===== src/rtl/spi_mem_arbiter.sv =====
// Three-way arbiter sharing one SPI mode-0 serial SRAM between fetch, data and debug.
// Define DEBUG_PORT_EN to let the debug requester take part in arbitration.
module spi_mem_arbiter #(
  parameter logic [7:0] CMD_READ  = 8'h03,
  parameter logic [7:0] CMD_WRITE = 8'h02,
  parameter int         IDLE_GAP  = 1
) (
  input  logic        clk,
  input  logic        reset,
  input  logic        fetch_req,
  input  logic [14:0] fetch_addr,
  output logic        fetch_ack,
  input  logic        data_req,
  input  logic        data_we,
  input  logic [14:0] data_addr,
  input  logic [15:0] data_wdata,
  output logic        data_ack,
  input  logic        dbg_req,
  input  logic        dbg_we,
  input  logic [14:0] dbg_addr,
  input  logic [15:0] dbg_wdata,
  output logic        dbg_ack,
  output logic [15:0] rdata,
  output logic        busy,
  output logic        mem_csb_o,
  output logic        mem_sclk_o,
  output logic        mem_out_o,
  input  logic        mem_in_i
);

  typedef enum logic [2:0] {
    IDLE = 3'd0,
    CMD  = 3'd1,
    ADDR = 3'd2,
    DATA = 3'd3,
    DONE = 3'd4,
    GAP  = 3'd5
  } state_t;

  localparam logic [1:0] ID_FETCH = 2'd0;
  localparam logic [1:0] ID_DATA  = 2'd1;
  localparam logic [1:0] ID_DBG   = 2'd2;

  state_t      state_r;
  logic [1:0]  id_r;
  logic        we_r;
  logic [39:0] sh_r;
  logic [5:0]  bit_cnt_r;
  logic        phase_r;
  logic [15:0] rx_r;
  logic [15:0] gap_r;
  logic        csb_r;
  logic        sclk_r;
  logic        mosi_r;
  logic        fetch_ack_r;
  logic        data_ack_r;
  logic        dbg_ack_r;
  logic        busy_r;
  logic [15:0] rdata_r;

  logic        dbg_sel;
  logic        gnt_valid;
  logic [1:0]  gnt_id;
  logic        gnt_we;
  logic [14:0] gnt_addr;
  logic [15:0] gnt_wdata;
  logic [39:0] gnt_frame;

`ifdef DEBUG_PORT_EN
  assign dbg_sel = dbg_req;
`else
  logic unused_dbg;
  assign dbg_sel    = 1'b0;
  assign unused_dbg = dbg_req;
`endif

  // Fixed-priority selection of the requester to be granted from IDLE.
  always_comb begin
    gnt_valid = 1'b0;
    gnt_id    = ID_FETCH;
    gnt_we    = 1'b0;
    gnt_addr  = 15'h0000;
    gnt_wdata = 16'h0000;
    if (dbg_sel) begin
      gnt_valid = 1'b1;
      gnt_id    = ID_DBG;
      gnt_we    = dbg_we;
      gnt_addr  = dbg_addr;
      gnt_wdata = dbg_wdata;
    end else if (data_req) begin
      gnt_valid = 1'b1;
      gnt_id    = ID_DATA;
      gnt_we    = data_we;
      gnt_addr  = data_addr;
      gnt_wdata = data_wdata;
    end else if (fetch_req) begin
      gnt_valid = 1'b1;
      gnt_id    = ID_FETCH;
      gnt_we    = 1'b0;
      gnt_addr  = fetch_addr;
      gnt_wdata = 16'h0000;
    end else begin
      gnt_valid = 1'b0;
    end
  end

  // Reads shift zeros during the data phase, so the data field is cleared for them.
  assign gnt_frame = {(gnt_we ? CMD_WRITE : CMD_READ), gnt_addr, 1'b0,
                      (gnt_we ? gnt_wdata : 16'h0000)};

  // Transaction sequencer: grant, 40 serial bits at 2 clocks each, done pulse, gap.
  always_ff @(posedge clk) begin
    if (reset) begin
      state_r     <= IDLE;
      id_r        <= ID_FETCH;
      we_r        <= 1'b0;
      sh_r        <= 40'h0;
      bit_cnt_r   <= 6'd0;
      phase_r     <= 1'b0;
      rx_r        <= 16'h0000;
      gap_r       <= 16'h0000;
      csb_r       <= 1'b1;
      sclk_r      <= 1'b0;
      mosi_r      <= 1'b0;
      fetch_ack_r <= 1'b0;
      data_ack_r  <= 1'b0;
      dbg_ack_r   <= 1'b0;
      busy_r      <= 1'b0;
      rdata_r     <= 16'h0000;
    end else begin
      fetch_ack_r <= 1'b0;
      data_ack_r  <= 1'b0;
      dbg_ack_r   <= 1'b0;
      case (state_r)
        IDLE: begin
          if (gnt_valid) begin
            state_r   <= CMD;
            id_r      <= gnt_id;
            we_r      <= gnt_we;
            mosi_r    <= gnt_frame[39];
            sh_r      <= {gnt_frame[38:0], 1'b0};
            bit_cnt_r <= 6'd0;
            phase_r   <= 1'b0;
            csb_r     <= 1'b0;
            sclk_r    <= 1'b0;
            busy_r    <= 1'b1;
          end else begin
            busy_r    <= 1'b0;
          end
        end
        CMD, ADDR, DATA: begin
          if (!phase_r) begin
            sclk_r  <= 1'b1;
            phase_r <= 1'b1;
          end else begin
            sclk_r  <= 1'b0;
            phase_r <= 1'b0;
            rx_r    <= {rx_r[14:0], mem_in_i};
            if (bit_cnt_r == 6'd39) begin
              state_r <= DONE;
              csb_r   <= 1'b1;
              mosi_r  <= 1'b0;
              if (!we_r) begin
                rdata_r <= {rx_r[14:0], mem_in_i};
              end else begin
                rdata_r <= rdata_r;
              end
              case (id_r)
                ID_FETCH: fetch_ack_r <= 1'b1;
                ID_DATA:  data_ack_r  <= 1'b1;
                ID_DBG:   dbg_ack_r   <= 1'b1;
                default:  fetch_ack_r <= 1'b0;
              endcase
            end else begin
              bit_cnt_r <= bit_cnt_r + 6'd1;
              mosi_r    <= sh_r[39];
              sh_r      <= {sh_r[38:0], 1'b0};
              if (bit_cnt_r == 6'd7) begin
                state_r <= ADDR;
              end else if (bit_cnt_r == 6'd23) begin
                state_r <= DATA;
              end else begin
                state_r <= state_r;
              end
            end
          end
        end
        DONE: begin
          if (IDLE_GAP > 1) begin
            state_r <= GAP;
            gap_r   <= 16'(IDLE_GAP - 2);
          end else begin
            state_r <= IDLE;
            busy_r  <= 1'b0;
          end
        end
        GAP: begin
          if (gap_r == 16'h0000) begin
            state_r <= IDLE;
            busy_r  <= 1'b0;
          end else begin
            gap_r   <= gap_r - 16'h0001;
          end
        end
        default: begin
          state_r <= IDLE;
          csb_r   <= 1'b1;
          sclk_r  <= 1'b0;
          mosi_r  <= 1'b0;
          busy_r  <= 1'b0;
        end
      endcase
    end
  end

  assign fetch_ack  = fetch_ack_r;
  assign data_ack   = data_ack_r;
  assign dbg_ack    = dbg_ack_r;
  assign rdata      = rdata_r;
  assign busy       = busy_r;
  assign mem_csb_o  = csb_r;
  assign mem_sclk_o = sclk_r;
  assign mem_out_o  = mosi_r;

endmodule

===== config.mk =====
export PLATFORM = sky130hd
export DESIGN_NAME = spi_mem_arbiter
export DESIGN_NICKNAME = d
export VERILOG_FILES = /design/src/rtl/spi_mem_arbiter.sv
export SDC_FILE = /design/constraint.sdc
export NUM_CORES = 1
export LEC_CHECK = 0
export CAP_MARGIN = 20
export CORE_AREA = 8 8 109 111
export CTS_CLUSTER_DIAMETER = 30
export DETAILED_ROUTE_END_ITERATION = 7
export DIE_AREA = 0 0 117 119
export DONT_BUFFER_PORTS = 1
export HOLD_SLACK_MARGIN = 0.02
export PLACE_DENSITY = 0.7
export SLEW_MARGIN = 40
export SYNTH_ARGS = -nofsm -noshare
export SYNTH_HDL_FRONTEND = slang
export SYNTH_SLANG_ARGS = --single-unit

===== constraint.sdc =====
create_clock -name clk -period 2.8 [get_ports clk]
set_input_delay 0.42 -clock clk [delete_from_list [all_inputs] [get_ports clk]]
set_output_delay 0.42 -clock clk [all_outputs]
set_load 0.02 [all_outputs]

==> metrics.txt <==
worst-path fanout max 16; Synth area leader dfxtp_1; Cell Rows 37; Slew @ Worst Pin 0.6714 ns; Pint 2.110 mW; Synth Net Count about 620; post-synthesis compound-gate area fraction 21.11%; final setup margin approximately 0.4 ns; run status finished, final reports clean; Clk network pwr share between 20 and 30%; area delta synth->final 6.370%; Die Height between 100 and 150 um; fin. max-slew vios 0; Area contributors post-synth dfxtp_1, nand2_1, a21oi_1, nor2_1, o211ai_1; Finished Cell Area 4785 um2; crit path max-delay cell type or3_1; fin crit period approximately 2.4 ns; RSZ-0062 raised after global routing false; Core Util, Final ~47%; Final Hold Viols 0; Avg Cell Area, Syn around 8.4 um2; Power Total between 2 and 3 mW; 1st-iter DRT viols about 250; period utilisation layout between 80% and 90%; DRT Pass-1 Iters 4; Synth Register Bits 104; Ports about 110; final setup fails 0; ratio of cells with drive above 1 in the final layout just over 8%; Distinct cells, synth between 50 and 60; GRT Total Usage between 10% and 20%; largest family of logic cells by synthesized area simple AND/OR/NAND/NOR gates; cts hold-fix bufs 0; EDFF count, synth 0; simple-gate portion of the synthesized area 24.65%; peak supply drop ~0.27 mV; CP endpoint kind flop; vias in the first global route ~3,400; Vias 3,619; reg2reg setup slack 0.40 ns; area of the die 13,920 um2; most used cell, CP nand2_1; critical path cell sequence ha_1 -> nor4bb_1 -> nand2_1 -> or3_1 -> nand2_1 -> a21oi_1; pin count of the biggest net entering global routing 103; Synth Cell Area 4498 um2; multiplexer share of the synthesized area less than 1%; register share of total power a little under three fifths; H-tree level count 3; TritonCTS clock tree built; first-pass GRT wire length ~16 mm; Max-slew headroom 55.24%; placed inst area 4602 um2; Die Wd 117 um; CTS Sinks between 100 and 150; warnings from Yosys 0; Clk Latency, worst-skew pair around 0.36 ns; setup tns final 0 ns; clock tree buffer depth 2; WS Path Type reg -> reg; routed wire length around 9.5 mm; Clock Pin Slew Worst Setup and Hold Paths around 0.10 ns; Num CTS Buffers 9; initial antenna violation count 0; WHS Endpoint sh_r[21]; worst path bufs/invs 0; Min Hold Slack 0.1161 ns; Nets around 600; Remaining Overflow, GRT 0; CP peak stage delay ~0.63 ns; post-route ant nets 0; Net Sw Power approximately 880 uW; Routability Congestion 0.7912; combinational share of power between 10% and 20%; Critical R2R Launch bit_cnt_r[0]; CP arrival approximately 2.7 ns; Data required, critical path around 3.1 ns; synth cell count leaders nand2_1, dfxtp_1, a21oi_1; most frequent cell after synthesis nand2_1; fmax ~420 MHz; Clock Skew around 0.0099 ns; hold path depth 1; crit path launch type flop; Max-Cap Viols 0; initial core utilization ~45%; Avg Vias per Cell around 5.5; IO buf count 0; Root Buffer clkbuf_8; worst slack, placed 0.4632 ns; wire per inst between 10 and 15 um; Mapped Cells approximately 540; Post-Synth Adder-Cell Area 0.5563%; Critical R2R Capture rdata[3]; # diodes 0; XOR/XNOR share of the synthesized area ~2.7%; Top delay family on crit path simple AND/OR/NAND/NOR gates; Resized cells post-CTS 0; Net Sw Frac 29.33%; sequential area share after synthesis between 40 and 50%; pwr dens 624.0 nW/um2; Placed Cells incl. Taps ~640; post-DP HPWL about 6.6 mm; ys flop type dfxtp_1; Worst R2R Path Depth 6; # fillers 1,016; Finished Layout Cells 655; setup bufs post-CTS 0; Worst Hold Class in -> reg; # DRC 0; Crit path depth 6; area share of the largest cell type after synthesis 46.29%; hold_sp reset; Leakage approximately 1.5 nW; asr flop ratio synth 0%; Core ar. a little over 10,000 um2
## layer usage
metal	track usage, %	vias up	routed length (um)
li1	-	1858	-
met1	16.93	1685	4336
met2	22.31	66	4413
met3	4.447	10	581
met4	4.404	0	121
met5	0	-	0
## area by class of cell
| class | count | area, um2 | share of cell area (%) |
|---|---|---|---|
| clock buffer | 10 | 127.6 | 2.667 |
| clock inverter | 6 | 52.55 | 1.098 |
| inverter | 3 | 11.26 | 0.2354 |
| multi-input combinational | 387 | 2246 | 46.94 |
| sequential | 104 | 2082 | 43.51 |
| tap | 136 | 170.2 | 3.556 |
| timing repair buffer | 9 | 95.09 | 1.987 |
## flip-flops by register name (all words and copies together) (netlist names)
signal / cells
sh_r: 39
phase_r: 1
state_r: 3
rx_r: 15
fetch_ack: 1
busy: 1
data_ack: 1
rdata: 16
bit_cnt_r: 6
mem_csb_o: 1
id_r: 1
mem_out_o: 1
gap_r: 16
mem_sclk_o: 1
we_r: 1
## cell usage in the layout, fill, tap and decap left out, types with 3 or more instances in the layout
master and count:
nand2_1 109, dfxtp_1 104, a21oi_1 55, nor2_1 53
o211ai_1 19, nand3_1 18, a311oi_1 15, a221o_1 14
xnor2_1 14, a22oi_1 9, clkbuf_8 9, o21ai_0 7
buf_4 7, nor3_1 6, or3_1 6, nor4_1 5
a211oi_1 5, inv_1 3, or4_1 3, or2_2 3
nor4b_1 3, nand2b_1 3
## power by group through the flow
stage          Combinational, mW  Clock, mW  Sequential (mW)
2_1_floorplan              0.395          0             1.66
3_3_place_gp               0.435          0             1.68
3_5_place_dp               0.480          0             1.68
4_1_cts                    0.481      0.894             1.65
5_1_grt                    0.534      0.960             1.66
6_report                   0.475      0.862             1.65
## worst reg2reg max path, stage by stage, from the launching register on
cell and delay (ns):
dfxtp_1 0.39, ha_1 0.22, nor4bb_1 0.58, nand2_1 0.23
or3_1 0.63, nand2_1 0.17, a21oi_1 0.07
## cell families after synthesis
logic type / count (synthesis)
xor gates and xnor gates: 14
DFF: 104
AOI/OAI and AO/OA: 135
adders and majority gates: 2
buffers and inverters: 46
muxes: 2
other: 1
and+or+nand+nor: 233
## worst max-delay path by stage
stage	slack (ns)	startpoint	endpoint
floorplan	0.70	bit_cnt_r[0]	rdata[10]
global placement	0.47	bit_cnt_r[0]	sh_r[26]
detailed placement	0.46	bit_cnt_r[0]	rdata[8]
CTS	0.44	bit_cnt_r[0]	rdata[3]
global route	0.25	bit_cnt_r[0]	rdata[3]
finish	0.40	bit_cnt_r[0]	rdata[3]
No activity file was read; power rests on OpenSTA's default activity.
